$ cat config.mk
export PLATFORM = sky130hd
export DESIGN_NAME = div16
export DESIGN_NICKNAME = d
export VERILOG_FILES = /design/src/rtl/div16.sv
export SDC_FILE = /design/constraint.sdc
export NUM_CORES = 1
export LEC_CHECK = 0
export CORE_ASPECT_RATIO = 1.1
export CORE_MARGIN = 3
export CORE_UTILIZATION = 50
export DETAILED_ROUTE_END_ITERATION = 10
export GPL_TIMING_DRIVEN = 0
export MAX_ROUTING_LAYER = met4
export PLACE_DENSITY = 0.72
export SLEW_MARGIN = 10
export SYNTH_ARGS = -nofsm -noshare
export SYNTH_HDL_FRONTEND = slang
export SYNTH_HIERARCHICAL = 1
export SYNTH_SLANG_ARGS = --single-unit
$ cat constraint.sdc
create_clock -name clk -period 11.08 [get_ports clk]
set_input_delay 2.216 -clock clk [delete_from_list [all_inputs] [get_ports clk]]
set_output_delay 2.216 -clock clk [all_outputs]
set_load 0.02 [all_outputs]
$ cat src/rtl/div16.sv
// -----------------------------------------------------------------------------
// div16 - multi-cycle unsigned 16-bit restoring divider (plus its alu16).
//
// The divider runs one restoring step per clock through a single alu16
// configured for subtraction (A + ~B + 1). A start in IDLE captures the
// operands; 16 RUN cycles later a one-cycle done pulse marks valid results.
// A zero divisor skips RUN and reports DBZ_QUOTIENT / dividend immediately.
//
// alu16 ports:
//   a, b      in  16  operands
//   ctrl      in  3   000 AND, 001 OR, 010 ADD, 011 SUB (a + ~b + c_in), 100 XOR
//   c_in      in  1   carry in
//   y         out 16  result
//   c_out     out 1   carry out (for SUB with c_in=1: 1 means a >= b)
//
// div16 ports:
//   clk       in  1   clock, rising edge
//   reset     in  1   asynchronous active-high reset
//   start     in  1   divide request, accepted only in IDLE
//   dividend  in  16  numerator, captured on accept
//   divisor   in  16  denominator, captured on accept
//   busy      out 1   high while in RUN
//   done      out 1   one-cycle pulse, results valid from this cycle on
//   quotient  out 16  registered quotient
//   remainder out 16  registered remainder
//   divByZero out 1   registered divide-by-zero flag
// -----------------------------------------------------------------------------

module alu16 (
    input  logic [15:0] a,
    input  logic [15:0] b,
    input  logic [2:0]  ctrl,
    input  logic        c_in,
    output logic [15:0] y,
    output logic        c_out
);

    logic [16:0] sum_s;

    // Operation select; bit 16 of sum_s carries out of the arithmetic ops.
    always_comb begin
        sum_s = {1'b0, a};
        case (ctrl)
            3'b000:  sum_s = {1'b0, a & b};
            3'b001:  sum_s = {1'b0, a | b};
            3'b010:  sum_s = {1'b0, a} + {1'b0, b} + {16'h0000, c_in};
            3'b011:  sum_s = {1'b0, a} + {1'b0, ~b} + {16'h0000, c_in};
            3'b100:  sum_s = {1'b0, a ^ b};
            default: sum_s = {1'b0, a};
        endcase
    end

    assign y     = sum_s[15:0];
    assign c_out = sum_s[16];

endmodule

module div16 #(
    parameter logic [15:0] DBZ_QUOTIENT = 16'hFFFF
) (
    input  logic        clk,
    input  logic        reset,
    input  logic        start,
    input  logic [15:0] dividend,
    input  logic [15:0] divisor,
    output logic        busy,
    output logic        done,
    output logic [15:0] quotient,
    output logic [15:0] remainder,
    output logic        divByZero
);

    typedef enum logic [1:0] {
        IDLE = 2'b00,
        RUN  = 2'b01,
        DONE = 2'b10
    } state_t;

    state_t      state_r, state_n;
    logic [3:0]  count_r, count_n;
    logic [15:0] d_r, d_n;
    logic [15:0] q_r, q_n;
    logic [15:0] r_r, r_n;
    logic [15:0] quot_n, rem_n;
    logic        dbz_n, busy_n, done_n;

    logic [16:0] s_s;
    logic [15:0] alu_y_s;
    logic        alu_cout_s;
    logic        take_s;
    logic [15:0] q_step_s;
    logic [15:0] r_step_s;

    // {R,Q} shifted left by one: R gains Q's MSB and keeps its old MSB as bit 16,
    // which matters whenever the partial remainder is already >= 16'h8000.
    assign s_s = {r_r, q_r[15]};

    alu16 u_alu (
        .a     (s_s[15:0]),
        .b     (d_r),
        .ctrl  (3'b011),
        .c_in  (1'b1),
        .y     (alu_y_s),
        .c_out (alu_cout_s)
    );

    // S >= D when either the 17th bit is set or the 16-bit subtract did not borrow.
    assign take_s   = s_s[16] | alu_cout_s;
    assign q_step_s = {q_r[14:0], take_s};
    assign r_step_s = take_s ? alu_y_s : s_s[15:0];

    // Next-state, datapath and output decode.
    always_comb begin
        state_n = state_r;
        count_n = count_r;
        d_n     = d_r;
        q_n     = q_r;
        r_n     = r_r;
        quot_n  = quotient;
        rem_n   = remainder;
        dbz_n   = divByZero;
        case (state_r)
            IDLE: begin
                if (start) begin
                    if (divisor != 16'h0000) begin
                        d_n     = divisor;
                        q_n     = dividend;
                        r_n     = 16'h0000;
                        count_n = 4'd0;
                        state_n = RUN;
                    end else begin
                        quot_n  = DBZ_QUOTIENT;
                        rem_n   = dividend;
                        dbz_n   = 1'b1;
                        state_n = DONE;
                    end
                end else begin
                    state_n = IDLE;
                end
            end
            RUN: begin
                q_n     = q_step_s;
                r_n     = r_step_s;
                count_n = count_r + 4'd1;
                if (count_r == 4'd15) begin
                    quot_n  = q_step_s;
                    rem_n   = r_step_s;
                    dbz_n   = 1'b0;
                    state_n = DONE;
                end else begin
                    state_n = RUN;
                end
            end
            DONE: begin
                state_n = IDLE;
            end
            default: begin
                state_n = IDLE;
            end
        endcase
        busy_n = (state_n == RUN);
        done_n = (state_n == DONE);
    end

    // State, datapath and output registers.
    always_ff @(posedge clk or posedge reset) begin
        if (reset) begin
            state_r   <= IDLE;
            count_r   <= 4'd0;
            d_r       <= 16'h0000;
            q_r       <= 16'h0000;
            r_r       <= 16'h0000;
            quotient  <= 16'h0000;
            remainder <= 16'h0000;
            divByZero <= 1'b0;
            busy      <= 1'b0;
            done      <= 1'b0;
        end else begin
            state_r   <= state_n;
            count_r   <= count_n;
            d_r       <= d_n;
            q_r       <= q_n;
            r_r       <= r_n;
            quotient  <= quot_n;
            remainder <= rem_n;
            divByZero <= dbz_n;
            busy      <= busy_n;
            done      <= done_n;
        end
    end

endmodule

=== After elaboration in Yosys (flattened, before gate mapping) ===
Index checks and enable logic that the tools add are counted.

* Register bits after elaboration: 89
* Output and inout bits: 35
* Word-level logic and storage cells: 55

* Add/subtract/negate cells: 3
* Equality and inequality tests: 8
* Muxes and demuxes: 26
* Bitwise gates (word level): 2
* Reduce and logical (&&, ||, !) cells: 6

{| class="wikitable"
|+ Operator list
! cell !! number
|-
| 2-to-1 mux 16 bit || 11
|-
| one-hot mux 16 bit (2 select lines) || 4
|-
| adder 16 x 16 -> 17 bit || 1
|-
| adder 17 x 1 -> 17 bit, second input constant || 1
|-
| NOT 16 bit || 1
|-
| nonzero test 16 bit || 1
|-
| 2-to-1 mux 4 bit || 2
|-
| != test 2 bit, second input constant || 4
|-
| one-hot mux 4 bit (2 select lines) || 1
|-
| 2-to-1 mux 2 bit || 3
|-
| AND reduction 3 bit || 2
|-
| adder 4 x 1 -> 4 bit, second input constant || 1
|-
| == test 2 x 1 -> 1 bit, second input constant || 2
|-
| == test 4 bit, second input constant || 1
|-
| one-hot mux 2 bit (2 select lines) || 1
|-
| AND reduction 4 bit || 1
|-
| 2-to-1 mux 1 bit || 3
|-
| == test 2 bit, second input constant || 1
|-
| logical NOT 2 bit || 1
|-
| one-hot mux 1 bit (2 select lines) || 1
|-
| nonzero test 2 bit || 1
|-
| bitwise OR 1 bit || 1
|}

=== Depth between registers and ports, before layout ===
* Word-level depth: 7
* Depth in mapped cells: 16

=== By module ===
The synthesis kept the hierarchy.

{| class="wikitable"
|+ By module, submodules not included
! module !! instances !! cells each !! area each (um2)
|-
| div16 || 1 || 333 || 3,967.6
|-
| alu16 || 1 || 396 || 2,725.1
|}

=== Worst setup path after synthesis ===
Ideal clock, no wire load.

* Path kind: input -> register
* From: input divisor[3]
* To: register remainder[10]
* Arrival time: 3.505 ns
* Path slack: 7.450 ns
* Cell stages on the path: 5
* Buffers on the path: 1
* Path through: nor4_1 > nand4_1 > o21ai_2 > buf_4 > mux2_2

* Word-level cells in the longest chain between the ends: 3

{| class="wikitable"
|+ Ends and longest elaborated chain
! element !! RTL line !! RTL
|-
| start, declared || 65 || <nowiki>input logic [15:0] divisor,</nowiki>
|-
| nonzero test 16 bit || 125 || <nowiki>if (divisor != 16'h0000) begin</nowiki>
|-
| != test 2 bit (no line) || -- ||
|-
| AND reduction 4 bit (no line) || -- ||
|-
| end signal, assigned || 185 || <nowiki>remainder <= rem_n;</nowiki>
|-
| end, declared || 69 || <nowiki>output logic [15:0] remainder,</nowiki>
|}

Every way passes these cells.
A chain may end at the register's enable or synchronous reset.

=== Worst setup path in the final report ===
* From: register q_r[15]
* To: register remainder[8]

* Word-level cells in the longest chain between the ends: 6

{| class="wikitable"
|+ Ends and longest elaborated chain
! element !! RTL line !! RTL
|-
| start, declared || 82 || <nowiki>logic [15:0] q_r, q_n;</nowiki>
|-
| start signal, assigned || 182 || <nowiki>q_r <= q_n;</nowiki>
|-
| adder 16 x 16 -> 17 bit || 47 || <nowiki>3'b011: sum_s = {1'b0, a} + {1'b0, ~b} + {16'h0000, c_in};</nowiki>
|-
| adder 17 x 1 -> 17 bit || 47 ||
|-
| net alu_cout_s || 89 || <nowiki>logic alu_cout_s;</nowiki>
|-
| bitwise OR 1 bit || 108 || <nowiki>assign take_s = s_s[16] | alu_cout_s;</nowiki>
|-
| 2-to-1 mux 16 bit || 110 || <nowiki>assign r_step_s = take_s ? alu_y_s : s_s[15:0];</nowiki>
|-
| 2-to-1 mux 16 bit || 145 || <nowiki>if (count_r == 4'd15) begin</nowiki>
|-
| one-hot mux 16 bit (2 select lines) || 122 || <nowiki>case (state_r)</nowiki>
|}

The timed path passes the listed nets, and every way through them passes these cells. The select of a mux whose other input is x is not followed.

==> flow_metrics.env <==
export IMPL_grt_max_degree=66
export IMPL_antenna_found_initial=0
export IMPL_fmax_ghz=0.228
export IMPL_rsz0062_at_grt="false"
export IMPL_synth_edf_count=0
export IMPL_cts_made_buffers=9
export IMPL_r2r_start="q_r[15]$_DFFE_PP0P_"
export IMPL_core_area_um2=12900
export IMPL_postCtsSetupBuffers=0
export IMPL_start_util_pct=52.0
export IMPL_r2r_end="remainder[8]$_DFFE_PP0P_"
export IMPL_clk_pin_slew_ps=70
export IMPL_fp_dieArea_um2=14800
export IMPL_grt_overflow_total=0
export IMPL_drc_errors=0
export IMPL_drive_above_1_share_pct=12.5
export IMPL_reg2reg_depth=16
export IMPL_synth_top_area_share_pct=33.3
export IMPL_dr_total_vias=5735
export IMPL_tritoncts="built"
export IMPL_critPathArrivalTime_ps=4610
export IMPL_cts_resized_gates=0
export IMPL_ys_seq_area_share_pct=33.3
export IMPL_peakVddDrop_mv=0.170
export IMPL_syn_cell_area_um2=6690
export IMPL_start_kind="register"
export IMPL_first_iter_violations=469
export IMPL_synth_flop_cell="dfrtp_1"
export IMPL_period_minus_slack_ps=4390
export IMPL_cap_violations=0
export IMPL_dieHeight_um=127
export IMPL_crit_start="q_r[15]$_DFFE_PP0P_"
export IMPL_gp_congestion=0.935
export IMPL_hold_class="register to register"
export IMPL_ys_ff_latch=89
export IMPL_cts_sinks=89
export IMPL_synth_async_reset_ratio_pct=100
export IMPL_fin_crit_sh_pct=39.6
export IMPL_grt_pass1_wl_um=29800
export IMPL_maxSlewViolCount=0
export IMPL_critPathMaxFanout=10
export IMPL_yosys_area_top_type="dfrtp_1"
export IMPL_dpl_hpwl_um=14100
export IMPL_worstSetupPathType="register to register"
export IMPL_yosys_top_cells_area="dfrtp_1, ha_1, mux2_2"
export IMPL_r2r_slack_ps=6690
export IMPL_grt_pass1_vias=5841
export IMPL_cts_buffer_depth=2
export IMPL_die_x_um=116
export IMPL_setup_viol=0
export IMPL_area_delta_synth_final_pct=18.4
export IMPL_hold_buffers=0
export IMPL_numPortBuffers=69
export IMPL_syn_instance_count=729
export IMPL_relSlewSlack_pct=32.2
export IMPL_grt_usage_pct=26.1
export IMPL_wirelength_um=18100
export IMPL_row_count=43
export IMPL_critPathRequiredTime_ps=11300
export IMPL_wl_per_cell_um=18.4
export IMPL_final_area_um2=7920
export IMPL_yosysMostFrequentCell="dfrtp_1"
export IMPL_skew_ps=13.8
export IMPL_viasPerCell=5.85
export IMPL_setup_tns_ps=0
export IMPL_nFillCells=1060
export IMPL_diodes=0
export IMPL_tightest_slew_ps=992
export IMPL_ant_nets=0
export IMPL_synth_common_cells="dfrtp_1, nand2_1, inv_1"
export IMPL_num_io_pins=70
export IMPL_cts_root_buf="clkbuf_16"
export IMPL_nets=912
export IMPL_leakagePower_nw=3.58
export IMPL_report_final_hold_viol_count=0
export IMPL_ys_types=71
export IMPL_first_pass_iters=5
export IMPL_clk_latency_ps=340
export IMPL_postPlaceCellArea_um2=7640
export IMPL_worstSetupEndpointType="register"
export IMPL_status="complete, no violations"
export IMPL_avgSynthCellArea_um2=9.18
export IMPL_powerDensity_nw_per_um2=323
export IMPL_yosys_warnings=6
export IMPL_cp_endpoint="remainder[8]$_DFFE_PP0P_"
export IMPL_htreeDepth=3
metal layers:
| layer | GRT usage (%) | routed length (µm) | vias up |
|---|---|---|---|
| li1 | - | - | 2732 |
| met1 | 34.2 | 8030 | 2770 |
| met2 | 41.4 | 8590 | 196 |
| met3 | 3.93 | 986 | 37 |
| met4 | 8.67 | 486 | 0 |
| met5 | - | 0 | - |
state kept, by name (all words and copies together), names as in the netlist:
register,flops
r_r,16
remainder,16
state_r,2
d_r,16
done,1
divByZero,1
q_r,16
quotient,16
busy,1
count_r,4
metrics by stage:
stage / setup slack [ps] / hold slack [ps] / utilization, % / cells / total power, W
after floorplan: 6560 / 477 / - / 738 / 0.00178
after global placement: 5260 / 470 / 59.2 / 964 / 0.00220
after detailed placement: 6300 / 475 / 59.4 / 965 / 0.00224
after CTS: 6660 / 491 / 61.6 / 981 / 0.00254
after global routing: 6410 / 519 / 61.6 / 981 / 0.00277
final: 6690 / 484 / 61.6 / 981 / 0.00256
power breakdown:
part	total, W	switching [W]	internal (W)	leakage, nW
clock network	0.000286	0.000132	0.000155	0.127
registers	0.000644	0.000158	0.000485	1.08
logic	0.00163	0.000920	0.000711	2.38
layout make-up:
class	instances	area (µm²)	share of cell area, %
Buffer	49	238	3.00
Clock buffer	10	229	2.89
Clock inverter	6	51.3	0.647
Inverter	65	246	3.11
Multi-Input combinational cell	535	4020	50.7
Sequential cell	89	2230	28.1
Tap cell	157	196	2.48
Timing Repair Buffer	70	718	9.06
worst min path at each step:
| stage | from | endpoint | cells after the start |
|---|---|---|---|
| after floorplan | r_r[15]$_DFFE_PP0P_ | r_r[15]$_DFFE_PP0P_ | 1 |
| after global placement | remainder[0]$_DFFE_PP0P_ | remainder[0]$_DFFE_PP0P_ | 1 |
| after detailed placement | remainder[1]$_DFFE_PP0P_ | remainder[1]$_DFFE_PP0P_ | 1 |
| after CTS | remainder[1]$_DFFE_PP0P_ | remainder[1]$_DFFE_PP0P_ | 1 |
| after global routing | remainder[0]$_DFFE_PP0P_ | remainder[0]$_DFFE_PP0P_ | 1 |
| final | remainder[1]$_DFFE_PP0P_ | remainder[1]$_DFFE_PP0P_ | 1 |
critical path, stage by stage (launching register included):
cell      delay [ps]
dfrtp_1          440
inv_1            170
fa_1             230
inv_1             60
fa_1             380
nor2b_1          180
o311ai_2         400
a211oi_2         180
a21oi_2          260
nor3_1            80
nor4_1           180
nor3_1           120
nor2_2           440
buf_2            380
mux2i_1          340
o21ai_0          130
mux2_2           280
layout by cell type, fill, tap and decap left out, types with 11 or more instances in the layout:
cell type / synthesis / final
mux2_2: 37 / 37
clkdlybuf4s50_1: 0 / 69
o22a_1: 12 / 12
o21ai_0: 37 / 37
a21oi_1: 49 / 49
conb_1: 2 / 11
mux2i_1: 38 / 38
buf_2: 13 / 13
nand2_1: 67 / 67
nor2_1: 46 / 46
inv_1: 63 / 62
dfrtp_1: 89 / 89
clkbuf_1: 25 / 26
o2bb2ai_1: 16 / 16
a211oi_1: 11 / 11
ha_1: 54 / 54
o22ai_1: 13 / 13
kinds of logic after synthesis:
group           share of synthesized area, %
xor+xnor                                1.57
other cells                            0.112
simple gates                            11.5
mux                                     14.8
buf+inv                                 7.20
flops                                   33.3
fa+ha+maj                               11.3
compound gates                          20.2
(Power assumes the default switching activity.)
